`src/rtl/vid_pattern_gen.sv`:
```
// Raster timing generator with four built-in test patterns (bars, ramp, checker, frame ID).
// Every output is registered from the counter state sampled on the same enabled edge.
module vid_pattern_gen #(
  parameter int DATA_WIDTH = 24,
  parameter int H_ACTIVE   = 1920,
  parameter int H_FP       = 88,
  parameter int H_SYNC     = 44,
  parameter int H_BP       = 148,
  parameter int V_ACTIVE   = 1080,
  parameter int V_FP       = 4,
  parameter int V_SYNC     = 5,
  parameter int V_BP       = 36,
  parameter bit SYNC_POL   = 1'b1
) (
  input  logic                  clk,
  input  logic                  n_rst,
  input  logic                  i_en,
  input  logic [1:0]            i_pattern,
  output logic                  o_vid_VDE,
  output logic                  o_vid_HSYNC,
  output logic                  o_vid_VSYNC,
  output logic [DATA_WIDTH-1:0] o_vid_data,
  output logic                  o_sof,
  output logic                  o_eol
);

  localparam int H_TOTAL = H_ACTIVE + H_FP + H_SYNC + H_BP;
  localparam int V_TOTAL = V_ACTIVE + V_FP + V_SYNC + V_BP;
  // Minimum widths keep h_cnt[7:0] and v_cnt[3] addressable with tiny rasters.
  localparam int HW      = ($clog2(H_TOTAL) > 8) ? $clog2(H_TOTAL) : 8;
  localparam int VW      = ($clog2(V_TOTAL) > 4) ? $clog2(V_TOTAL) : 4;
  localparam int BAR_W   = H_ACTIVE / 8;
  localparam int BW      = ($clog2(BAR_W) > 1) ? $clog2(BAR_W) : 1;

  localparam logic [HW-1:0] H_LAST   = HW'(H_TOTAL - 1);
  localparam logic [HW-1:0] H_ACT_L  = HW'(H_ACTIVE);
  localparam logic [HW-1:0] H_EOL    = HW'(H_ACTIVE - 1);
  localparam logic [HW-1:0] H_SYNC_S = HW'(H_ACTIVE + H_FP);
  localparam logic [HW-1:0] H_SYNC_E = HW'(H_ACTIVE + H_FP + H_SYNC);
  localparam logic [VW-1:0] V_LAST   = VW'(V_TOTAL - 1);
  localparam logic [VW-1:0] V_ACT_L  = VW'(V_ACTIVE);
  localparam logic [VW-1:0] V_SYNC_S = VW'(V_ACTIVE + V_FP);
  localparam logic [VW-1:0] V_SYNC_E = VW'(V_ACTIVE + V_FP + V_SYNC);
  localparam logic [BW-1:0] BAR_LAST = BW'(BAR_W - 1);

  function automatic logic [23:0] bar_color(input logic [2:0] idx);
    case (idx)
      3'd0:    bar_color = 24'hFFFFFF;
      3'd1:    bar_color = 24'hFF00FF;
      3'd2:    bar_color = 24'h00FFFF;
      3'd3:    bar_color = 24'h0000FF;
      3'd4:    bar_color = 24'hFFFF00;
      3'd5:    bar_color = 24'hFF0000;
      3'd6:    bar_color = 24'h00FF00;
      3'd7:    bar_color = 24'h000000;
      default: bar_color = 24'h000000;
    endcase
  endfunction

  logic [HW-1:0]         h_q, h_d;
  logic [VW-1:0]         v_q, v_d;
  logic [BW-1:0]         bar_cnt_q, bar_cnt_d;
  logic [2:0]            bar_idx_q, bar_idx_d;
  logic [7:0]            frame_q, frame_d;
  logic [1:0]            pat_q, pat_d;
  logic                  vde_q, vde_d, hs_q, hs_d, vs_q, vs_d, sof_q, sof_d, eol_q, eol_d;
  logic [DATA_WIDTH-1:0] data_q, data_d;

  logic        h_last_s, v_last_s, active_s, sof_pos_s;
  logic [1:0]  pat_s;
  logic [23:0] px_s;

  // Next-state and next-output computation for the raster and pattern generator.
  always_comb begin
    h_last_s  = (h_q == H_LAST);
    v_last_s  = (v_q == V_LAST);
    active_s  = (h_q < H_ACT_L) && (v_q < V_ACT_L);
    sof_pos_s = (h_q == '0) && (v_q == '0);
    // The pattern latched at frame start already applies to pixel (0,0).
    pat_s     = sof_pos_s ? i_pattern : pat_q;

    case (pat_s)
      2'd0:    px_s = bar_color(bar_idx_q);
      2'd1:    px_s = {3{h_q[7:0]}};
      2'd2:    px_s = {24{h_q[3] ^ v_q[3]}};
      2'd3:    px_s = {frame_q, ~frame_q, 8'h00};
      default: px_s = 24'h000000;
    endcase

    h_d       = h_q;
    v_d       = v_q;
    frame_d   = frame_q;
    bar_cnt_d = bar_cnt_q;
    bar_idx_d = bar_idx_q;
    pat_d     = pat_q;
    vde_d     = 1'b0;
    sof_d     = 1'b0;
    eol_d     = 1'b0;
    data_d    = '0;
    hs_d      = hs_q;
    vs_d      = vs_q;

    if (i_en) begin
      if (h_last_s) begin
        h_d = '0;
        if (v_last_s) begin
          v_d     = '0;
          frame_d = frame_q + 8'd1;
        end else begin
          v_d = v_q + VW'(1);
        end
      end else begin
        h_d = h_q + HW'(1);
      end

      if (sof_pos_s) begin
        pat_d = i_pattern;
      end else begin
        pat_d = pat_q;
      end

      if (h_last_s) begin
        bar_cnt_d = '0;
        bar_idx_d = 3'd0;
      end else if (h_q < H_ACT_L) begin
        if (bar_cnt_q == BAR_LAST) begin
          bar_cnt_d = '0;
          bar_idx_d = bar_idx_q + 3'd1;
        end else begin
          bar_cnt_d = bar_cnt_q + BW'(1);
        end
      end else begin
        bar_cnt_d = bar_cnt_q;
      end

      vde_d  = active_s;
      sof_d  = sof_pos_s;
      eol_d  = (h_q == H_EOL) && (v_q < V_ACT_L);
      data_d = active_s ? DATA_WIDTH'(px_s) : '0;
      hs_d   = ((h_q >= H_SYNC_S) && (h_q < H_SYNC_E)) ? SYNC_POL : ~SYNC_POL;
      vs_d   = ((v_q >= V_SYNC_S) && (v_q < V_SYNC_E)) ? SYNC_POL : ~SYNC_POL;
    end else begin
      h_d = h_q;
    end
  end

  // State and output registers.
  always_ff @(posedge clk or negedge n_rst) begin
    if (!n_rst) begin
      h_q       <= '0;
      v_q       <= '0;
      frame_q   <= 8'd0;
      bar_cnt_q <= '0;
      bar_idx_q <= 3'd0;
      pat_q     <= 2'd0;
      vde_q     <= 1'b0;
      sof_q     <= 1'b0;
      eol_q     <= 1'b0;
      data_q    <= '0;
      hs_q      <= ~SYNC_POL;
      vs_q      <= ~SYNC_POL;
    end else begin
      h_q       <= h_d;
      v_q       <= v_d;
      frame_q   <= frame_d;
      bar_cnt_q <= bar_cnt_d;
      bar_idx_q <= bar_idx_d;
      pat_q     <= pat_d;
      vde_q     <= vde_d;
      sof_q     <= sof_d;
      eol_q     <= eol_d;
      data_q    <= data_d;
      hs_q      <= hs_d;
      vs_q      <= vs_d;
    end
  end

  assign o_vid_VDE   = vde_q;
  assign o_vid_HSYNC = hs_q;
  assign o_vid_VSYNC = vs_q;
  assign o_vid_data  = data_q;
  assign o_sof       = sof_q;
  assign o_eol       = eol_q;

endmodule

```
`config.mk`:
```
export PLATFORM = sky130hd
export DESIGN_NAME = vid_pattern_gen
export DESIGN_NICKNAME = d
export VERILOG_FILES = /design/src/rtl/vid_pattern_gen.sv
export SDC_FILE = /design/constraint.sdc
export NUM_CORES = 1
export LEC_CHECK = 0
export ABC_CLOCK_PERIOD_IN_PS = 3100
export CORE_MARGIN = 4
export CORE_UTILIZATION = 57
export DETAILED_ROUTE_END_ITERATION = 10
export GPL_TIMING_DRIVEN = 0
export HOLD_SLACK_MARGIN = 0.1
export PLACE_DENSITY = 0.79
export RECOVER_POWER = 25
export SLEW_MARGIN = 40
export SYNTH_ARGS = -nofsm -noshare
export SYNTH_HDL_FRONTEND = slang
export SYNTH_SLANG_ARGS = --single-unit
```
`constraint.sdc`:
```
create_clock -name clk -period 3.1 [get_ports clk]
set_input_delay 0.775 -clock clk [delete_from_list [all_inputs] [get_ports clk]]
set_output_delay 0.775 -clock clk [all_outputs]
set_load 0.03 [all_outputs]
```
Word level (Yosys, flattened, before mapping)

Memories as Yosys holds them, arrays and structs flattened.
Cells that the tools add are included.

Bitwise gates (word level): 2
Reduce and logical (&&, ||, !) cells: 14
Muxes and demuxes: 17
Eq/ne operators: 7
Add/subtract/negate cells: 5
Magnitude comparators: 6

Operators with widths:

| operator                                                            | number |
|---|---|
| one-hot mux 24 bit (4 select lines)                                 | 1 |
| two-way mux 24 bit                                                  | 2 |
| two-way mux 8 bit                                                   | 3 |
| less-than comparator 11 bit, second input constant                  | 2 |
| adder 8 x 1 -> 8 bit, second input constant                         | 2 |
| adder 12 x 1 -> 12 bit, second input constant                       | 1 |
| equality test 12 x 11 -> 1 bit, second input constant               | 1 |
| equality test 12 bit, second input constant                         | 1 |
| greater-or-equal comparator 12 x 11 -> 1 bit, second input constant | 1 |
| logical NOT 12 bit                                                  | 1 |
| less-than comparator 12 x 11 -> 1 bit, second input constant        | 1 |
| less-than comparator 12 bit, second input constant                  | 1 |
| two-way mux 12 bit                                                  | 1 |
| adder 11 x 1 -> 11 bit, second input constant                       | 1 |
| equality test 11 bit, second input constant                         | 1 |
| greater-or-equal comparator 11 bit, second input constant           | 1 |
| logical NOT 11 bit                                                  | 1 |
| two-way mux 11 bit                                                  | 1 |
| two-way mux 3 bit                                                   | 3 |
| equality test 8 bit, second input constant                          | 1 |
| inverter 8 bit                                                      | 1 |
| AND reduction 3 bit                                                 | 2 |
| logical AND 1 bit                                                   | 5 |
| two-way mux 1 bit                                                   | 5 |
| 8 further kinds                                                     | 11 |

Input bits: 5
Register bits after elaboration: 73
Output and inout bits: 29
ROM bits: 192
Memories kept: 1

Memory list:

| memory          | words | width | read ports | clocked after memory_dff | wr ports | line | text |
|---|---|---|---|---|---|---|---|
| (no name shown) | 8     | 24    | 1          | 0                        | 0        | 47   | `case (idx)` |

Depth between registers and ports, before layout

Gate-level depths: netlist of the first run.

Word-level depth: 7
Depth in mapped cells: 8
Gate-level depth less buffers: 7

Least setup slack after synthesis of the first run

No wires, ideal clock.

Path type: register to register
From: reg h_q[0]
To: reg data_q[10], in the netlist o_vid_data[10]
Path slack: 0.562 ns
Period minus slack after synthesis: 2.538 ns
Cell stages (with the launch flop): 9
Library setup time: 0.141 ns
Arrival time: 2.398 ns
Path buffers: 1
Cells stage by stage: dfrtp_1 > inv_1 > ha_1 > or4bb_1 > or3_4 > or4_4 > buf_6 > a21boi_4 > a211oi_1

Word-level cells in the longest chain between the ends: 7
Elaborated cells between the ends (all ways): 12

Ends and longest elaborated chain:

| element                                           | line | text |
|---|---|---|
| start: declaration                                | 60   | `logic [HW-1:0] h_q, h_d;` |
| start signal: assignment                          | 150  | `h_q <= '0;` |
| start signal: assignment                          | 163  | `h_q <= h_d;` |
| logical NOT 12 bit                                | 78   | `sof_pos_s = (h_q == '0) && (v_q == '0);` |
| logical AND 1 bit                                 | 78   |  |
| two-way mux 2 bit                                 | --   |  |
| equality test 2 bit, or another cell as far along | 82   | `case (pat_s)` |
| one-hot mux 24 bit (4 select lines)               | 82   |  |
| two-way mux 24 bit (*)                            | 139  | `data_d = active_s ? DATA_WIDTH'(px_s) : '0;` |
| two-way mux 24 bit (*)                            | 103  | `if (i_en) begin` |
| named net data_d[10]                              | 67   | `logic [DATA_WIDTH-1:0] data_q, data_d;` |
| end signal: assignment                            | 172  | `data_q <= data_d;` |
| end: declaration                                  | 67   |  |

The timed path passes the listed nets; every way through them passes the cells marked *.
A chain may end at the register's enable or synchronous reset.

Final worst setup path of the first run

From: reg h_q[8]
To: reg data_q[11], in the netlist o_vid_data[11]

The elaborated chain is that of the path after synthesis.

==> results of run 1 <==
## power groups by stage
stage	sequential, uW	combinational [uW]	clock (uW)
floorplan	1170	304	0
global placement	1150	455	0
detailed placement	1150	474	0
CTS	1140	475	744
global route	1150	531	787
finish	1140	475	739
## sequential cells by signal (all words and copies together), names as in the netlist
register / flops
o_vid_VDE: 1
o_vid_HSYNC: 1
o_eol: 1
v_q: 11
h_q: 12
o_sof: 1
bar_cnt_q: 8
o_vid_VSYNC: 1
o_vid_data: 24
frame_q: 8
bar_idx_q: 3
pat_q: 2
## placed cells by master, fill, tap and decap left out, drive strengths merged, types with 4 or more instances in the layout
cell type,Yosys,final
nor2b,9,9
and3,5,5
nand2,32,32
nor2,24,24
inv,8,8
nand3,17,17
xor2,9,9
a211oi,16,16
ha,7,7
nor3,22,22
o21bai,7,7
nand4,10,10
a21oi,5,5
o21ai,37,37
dfrtp,73,73
nor4,4,4
or4,5,5
mux2,4,4
buf,6,7
xnor2,13,13
clkbuf,14,24
o31ai,6,6
a311oi,4,4
clkdlybuf4s50,0,32
## through the flow
| step | power, uW | hold slack, ps | instances |
|---|---|---|---|
| 2_1_floorplan | 1470 | 451 | 365 |
| 3_3_place_gp | 1600 | 468 | 473 |
| 3_5_place_dp | 1630 | 493 | 474 |
| 4_1_cts | 2360 | 307 | 490 |
| 5_1_grt | 2470 | 533 | 490 |
| 6_report | 2350 | 519 | 490 |
## worst paths after layout
check,from,to,slack (ps)
max,h_q[8],o_vid_data[11],290
min,frame_q[7],frame_q[7],520
max reg2reg,h_q[8],o_vid_data[11],290
min reg2reg,frame_q[7],frame_q[7],520
max in group asynchronous,n_rst,bar_cnt_q[1],1110
min in group asynchronous,n_rst,h_q[11],920
## kinds of logic (layout without fill, tap and decap cells)
group / Yosys count / in the layout / synth area share [%]
adders and majority gates: 7 / 7 / 2.40
buffers and inverters: 28 / 78 / 3.42
and+or+nand+nor: 146 / 146 / 21.5
muxes: 4 / 4 / 1.23
xor gates and xnor gates: 22 / 22 / 5.27
DFF: 73 / 73 / 50.0
AOI/OAI and AO/OA: 85 / 85 / 16.2
## routing by layer
layer | vias to the layer above | share of wire, %
met5 | - | 0
met4 | 0 | 3.2
met3 | 25 | 4.2
met2 | 82 | 49
met1 | 1461 | 44
li1 | 1416 | -
## area by class of cell
type                            instances  area [um2]
Fill cell                             434        1770
Timing Repair Buffer                   34         344
Clock buffer                            9         124
Inverter                                8        30.0
Tap cell                               75        93.8
Sequential cell                        73        1830
Clock inverter                          7        71.3
Multi-Input combinational cell        264        1710
Buffer                                 20        95.1
==> metrics.txt, run 1 <==
outcome finished, violations left; failing checks capacitance limit, slew limit; Synth Register Bits 73; minimum clock period after layout between 2000 and 3000 ps; worst-margin pin slew about 1900 ps; total nets after synthesis 377; cell count of the worst hold path 1; number of diodes 0; global routing's busiest layer met2; top-count cell post-synth sky130_fd_sc_hd__dfrtp_1; critical path start-end classification reg -> reg; per-instance average area after synthesis 10.0 um2; CP Capture Type register; critical path's top delay family simple AND/OR/NAND/NOR gates; All-Layer GR Usage between 20% and 30%; Starting Density about three fifths; fin nets 422; switching share of total power a little under a third; deepest clock path buffer count 2; router iterations before antenna repair 5; main flop type after synthesis sky130_fd_sc_hd__dfrtp_1; I/O pin cnt 34; Slew HR -23.9%; chain of cells forming the critical path or4_4, nor3_1, a21oi_1, nor3_1, a211oi_1; deepest level of the CTS H-tree 3; data required time at the worst endpoint around 3300 ps; total of endpoints with negative setup slack in the final report 0; total of cells resized after clock tree synthesis 0; CP max stage delay 640 ps; share of layout cells above drive strength 1 10.1%; routed via count divided by cell count 6.09; post-detailed-placement half-perimeter wirelength 6020 um; count of pins over their slew limit 33; Power Dens Cells 548 mW/mm2; number of enable-type register cells in the synthesized netlist 0; Critical Path Stages 5; Arrival @ worst endpoint about 3000 ps; detailed-route wire length roughly 8200 um; site row count 28; unrepaired setup endpoints after global routing no; part of the total power dissipated in sequential elements 48.4%; Root Buffer Master sky130_fd_sc_hd__clkbuf_8; kind of start point of the critical path register; post-cts hold buffer count 0; Routed WL per cell 16.8 um; core region area about 0.0061 mm2; timing-limited maximum frequency between 300 and 400 MHz; number of clock buffers inserted by TritonCTS 9; Switching Power 752 uW; Worst-Skew Late Latency 350 ps; cell area after placement approximately 0.0041 mm2; core occupancy in the finished layout 70.9%; share of the synthesized area in the top cell type between 40 and 50%; overall die area 0.00776 mm2; number of I/O port buffers 33; vertical die dimension 88.1 um; final critical-path setup slack 288 ps; number of antenna violations at the first check in global routing 0; ranking of synthesized cells by area sky130_fd_sc_hd__dfrtp_1 50%, sky130_fd_sc_hd__o21ai_0 4.8%, sky130_fd_sc_hd__a211oi_1 3.3%; Comb power frac 20.2%; vias after detailed routing 2984; Post-Place Setup Slack -29.1 ps; count of nets left with antenna violations after detail routing 0; Final Wtd Congestion ~0.88; number of design-rule violations left by the first detailed-router iteration about 130; TritonCTS clock tree yes; met2 track demand over resource 37.7%; biggest area consumer among synthesized cells sky130_fd_sc_hd__dfrtp_1; synthesis-to-finish area growth 17.5%; Gate Count Post-Synth 365; Setup TNS Final 0 ps; internal power summed over all cells 1600 uW; count of distinct cell types in the synthesized netlist 46; fraction of power consumed by the clock network a little under a third; wire length of the first global-routing pass 13900 um; depth of the most critical reg-to-reg path 5; Bufs and invs on worst path 0; Tightest Hold Check Type reg -> reg; maximum resistive drop on vdd 0.355 mV; sequential share of the synthesized area approximately 50%; met1 layer usage reported by global route between 20 and 30%; Clock Skews 8.07 ps; Congestion Overflow GR 0; ranking of synthesized cells by instance count 73 x sky130_fd_sc_hd__dfrtp_1, 35 x sky130_fd_sc_hd__o21ai_0, 32 x sky130_fd_sc_hd__nand2_1, 23 x sky130_fd_sc_hd__nor2_1, 21 x sky130_fd_sc_hd__nor3_1; Critical-path top delay cell sky130_fd_sc_hd__nor3_1; final hold violations 0; pin count of the biggest net entering global routing 42; dominant cell type by count on the critical path sky130_fd_sc_hd__nor3_1; share of async-settable or async-resettable flops after synthesis between 90% and 100%; sink count of the clock tree 73; Netlist Area Pre-Place 0.00365 mm2; vias in the first global route approximately 3000; Lkg Pwr 0.00176 uW; DR DRC count 0; Max Fanout on Critical Path 7; number of max-cap violations 1; final worst path period share 90.7%; Clk pin slew, worst setup/hold paths ~80 ps; cell area after layout approximately 0.0043 mm2; met3 Use GR 3.57%; width of the chip 88.1 um; Synthesis Warnings 0; number of buffers added for setup after CTS 0
Power figures use the tool's default switching activity.
==> run 2: changes to the inputs <==
--- a/config.mk
+++ b/config.mk
@@ -6,6 +6,7 @@
 export NUM_CORES = 1
 export LEC_CHECK = 0
 export ABC_CLOCK_PERIOD_IN_PS = 3100
+export CAP_MARGIN = 10
 export CORE_MARGIN = 4
 export CORE_UTILIZATION = 57
 export DETAILED_ROUTE_END_ITERATION = 10
==> results of run 2 <==
Final layout, timing and power as in run 1 (identical DEF).
==> run 3: changes to the inputs <==
--- a/config.mk
+++ b/config.mk
@@ -9,6 +9,7 @@
 export CAP_MARGIN = 10
 export CORE_MARGIN = 4
 export CORE_UTILIZATION = 57
+export CTS_BUF_LIST = sky130_fd_sc_hd__clkbuf_16
 export DETAILED_ROUTE_END_ITERATION = 10
 export GPL_TIMING_DRIVEN = 0
 export HOLD_SLACK_MARGIN = 0.1
==> run 3 against run 2 <==
Against the previous run:
- final area increased by 2.4%
- via count decreased by 0.97%
- setup slack worse by 55 ps
- die area stayed put
- critical path type unchanged
- flip-flop and latch count stayed put
- core utilization is 1.7 points higher
- worst hold slack got worse by 7.5 ps
- power rose by 12%
- clock power rose by 39%
- final cell count did not move
- combinational power about the same
- the run still ends with capacitance limit, slew limit left
- global-route usage up 0.32 points
==> metrics.txt, run 3 (synthesis gave the netlist of run 1 again) <==
outcome finished, violations left (unchanged); failing checks capacitance limit, slew limit (unchanged); final hold violations 0 (unchanged); number of I/O port buffers 33 (unchanged); number of antenna violations at the first check in global routing 0 (unchanged); Final Wtd Congestion 0.881 (unchanged); Clk pin slew, worst setup/hold paths 60 ps (was 80 ps); Routed WL per cell 17.1 um (was 16.8 um); sink count of the clock tree 73 (unchanged); number of diodes 0 (unchanged); number of filler instances in the final layout 428 (was 434); Slew HR -22.5% (was -23.9%); worst-margin pin slew 1840 ps (was 1860 ps); DR DRC count 0 (unchanged); number of design-rule violations left by the first detailed-router iteration 144 (was 125); highest-count cells in the layout ignoring fill and taps 73 x sky130_fd_sc_hd__dfrtp_1, 35 x sky130_fd_sc_hd__o21ai_0, 32 x sky130_fd_sc_hd__nand2_1, 32 x sky130_fd_sc_hd__clkdlybuf4s50_1, 23 x sky130_fd_sc_hd__nor2_1 (unchanged); Tightest Hold Check Type reg -> reg (unchanged); total of endpoints with negative setup slack in the final report 0 (unchanged); unrepaired setup endpoints after global routing no (unchanged); maximum resistive drop on vdd 0.482 mV (was 0.355 mV); Worst-Skew Late Latency 330 ps (was 350 ps); share of layout cells above drive strength 1 10.1% (unchanged); deepest clock path buffer count 2 (unchanged); CP max stage delay 520 ps (was 640 ps); Critical-path top delay cell sky130_fd_sc_hd__or4bb_1 (was sky130_fd_sc_hd__nor3_1); total of cells resized after clock tree synthesis 0 (unchanged); number of max-cap violations 1 (unchanged); vias in the first global route 2988 (was 2978); core region area 0.00606 mm2 (unchanged); Clock Skews 6.44 ps (was 8.07 ps); fin nets 422 (unchanged); vias after detailed routing 2955 (was 2984); startpoint of the worst hold path bar_cnt_q[7] (was frame_q[7]); Starting Density 60.3% (unchanged); minimum setup slack among reg-to-reg paths 230 ps (was 290 ps); synthesis-to-finish area growth 20.3% (was 17.5%); router iterations before antenna repair 4 (was 5); Worst R2R End o_vid_data[22] (was o_vid_data[11]); wire length of the first global-routing pass 14100 um (was 13900 um); core occupancy in the finished layout 72.5% (was 70.9%); detailed-route wire length 8380 um (was 8240 um); Max Fanout on Critical Path 10 (was 7); count of nets left with antenna violations after detail routing 0 (unchanged); overall die area 0.00776 mm2 (unchanged); post-detailed-placement half-perimeter wirelength 6020 um (unchanged); All-Layer GR Usage 23.6% (was 23.3%); final critical-path setup slack 233 ps (was 288 ps); Power Dens Cells 601 mW/mm2 (was 548 mW/mm2); deepest level of the CTS H-tree 3 (unchanged); I/O pin cnt 34 (unchanged); number of buffers added for setup after CTS 0 (unchanged); vertical die dimension 88.1 um (unchanged); Congestion Overflow GR 0 (unchanged); Arrival @ worst endpoint 3060 ps (was 3020 ps); critical register-to-register path startpoint h_q[0] (was h_q[8]); count of pins over their slew limit 33 (unchanged); TritonCTS clock tree yes (unchanged); Hold Worst Slack 511 ps (was 519 ps); Largest register FFs 24 (unchanged); pin count of the biggest net entering global routing 42 (unchanged); kind of start point of the critical path register (unchanged); placed cells 474 (unchanged); final worst path period share 92.5% (was 90.7%); Lkg Pwr 0.00181 uW (was 0.00176 uW); Post-Place Setup Slack -29.1 ps (unchanged); site row count 28 (unchanged); critical path start-end classification reg -> reg (unchanged); Root Buffer Master sky130_fd_sc_hd__clkbuf_16 (was sky130_fd_sc_hd__clkbuf_8); post-cts hold buffer count 0 (unchanged); Hold Path End bar_cnt_q[7] (was frame_q[7]); chain of cells forming the critical path inv_1, ha_1, or4bb_1, nor3_1, a21oi_1, clkbuf_1, o21ai_0, a211oi_1 (was or4_4, nor3_1, a21oi_1, nor3_1, a211oi_1); number of standard cells in the final layout excluding fillers 490 (unchanged); timing-limited maximum frequency 349 MHz (was 356 MHz); depth of the most critical reg-to-reg path 8 (was 5); routed via count divided by cell count 6.03 (was 6.09); number of clock buffers inserted by TritonCTS 9 (unchanged); width of the chip 88.1 um (unchanged); minimum clock period after layout 2870 ps (was 2810 ps); cell count of the worst hold path 1 (unchanged); CP Capture Type register (unchanged); data required time at the worst endpoint 3290 ps (was 3310 ps); most common library cell in the layout ignoring fill and taps sky130_fd_sc_hd__dfrtp_1 (unchanged)
==> run 3: cell counts in the layout (fill, tap and decap cells not counted) <==
Identical to the previous run, type by type.
==> run 3: worst max-delay path: cells and delay by family (launching register included) <==
kind,cells,cell delay [ps]
AO/OA/AOI/OAI,3,720
flip-flops,1,420
buffers and inverters,2,400
AND/OR/NAND/NOR,2,1020
adder cells (fa/ha/maj),1,160
==> run 3: layout make-up <==
class | instances | area (um2) | area share (%)
Buffer | 20 | 95.1 | 2.16
Clock buffer | 9 | 225 | 5.12
Clock inverter | 7 | 71.3 | 1.62
Inverter | 8 | 30.0 | 0.683
Multi-Input combinational cell | 264 | 1710 | 38.9
Sequential cell | 73 | 1830 | 41.6
Tap cell | 75 | 93.8 | 2.13
Timing Repair Buffer | 34 | 344 | 7.83
==> run 3: worst max-delay path by stage <==
stage / start / end / slack, ps / cells after the start
after floorplan: h_q[0] / o_vid_data[10] / 560 / 8
after global placement: n_rst / frame_q[3] / -1130 / 1
after detailed placement: i_en / v_q[2] / -30 / 7
after CTS: h_q[1] / o_vid_data[22] / 280 / 8
after global routing: h_q[0] / o_vid_data[11] / 20 / 7
final: h_q[0] / o_vid_data[22] / 230 / 8
==> run 3: routing by layer <==
| metal | routed length (um) | track usage, % | vias up |
|---|---|---|---|
| met5 | 0 | 0 | - |
| met4 | 219 | 11.4 | 0 |
| met3 | 358 | 3.48 | 19 |
| met2 | 4100 | 38.5 | 76 |
| met1 | 3700 | 30.9 | 1444 |
| li1 | - | - | 1416 |
==> run 3: where the power goes <==
group / switching [uW] / internal, uW
Sequential: 93.5 / 1050
Combinational: 290 / 186
Clock: 407 / 621
==> run 3: per-stage QoR <==
| step | cell area [um2] | setup TNS [ps] | power [uW] |
|---|---|---|---|
| floorplan | 3650 | 0 | 1470 |
| global placement | 4080 | -82180 | 1600 |
| detailed placement | 4110 | -44.7 | 1630 |
| CTS | 4400 | 0 | 2640 |
| global route | 4400 | 0 | 2760 |
| finish | 4400 | 0 | 2640 |
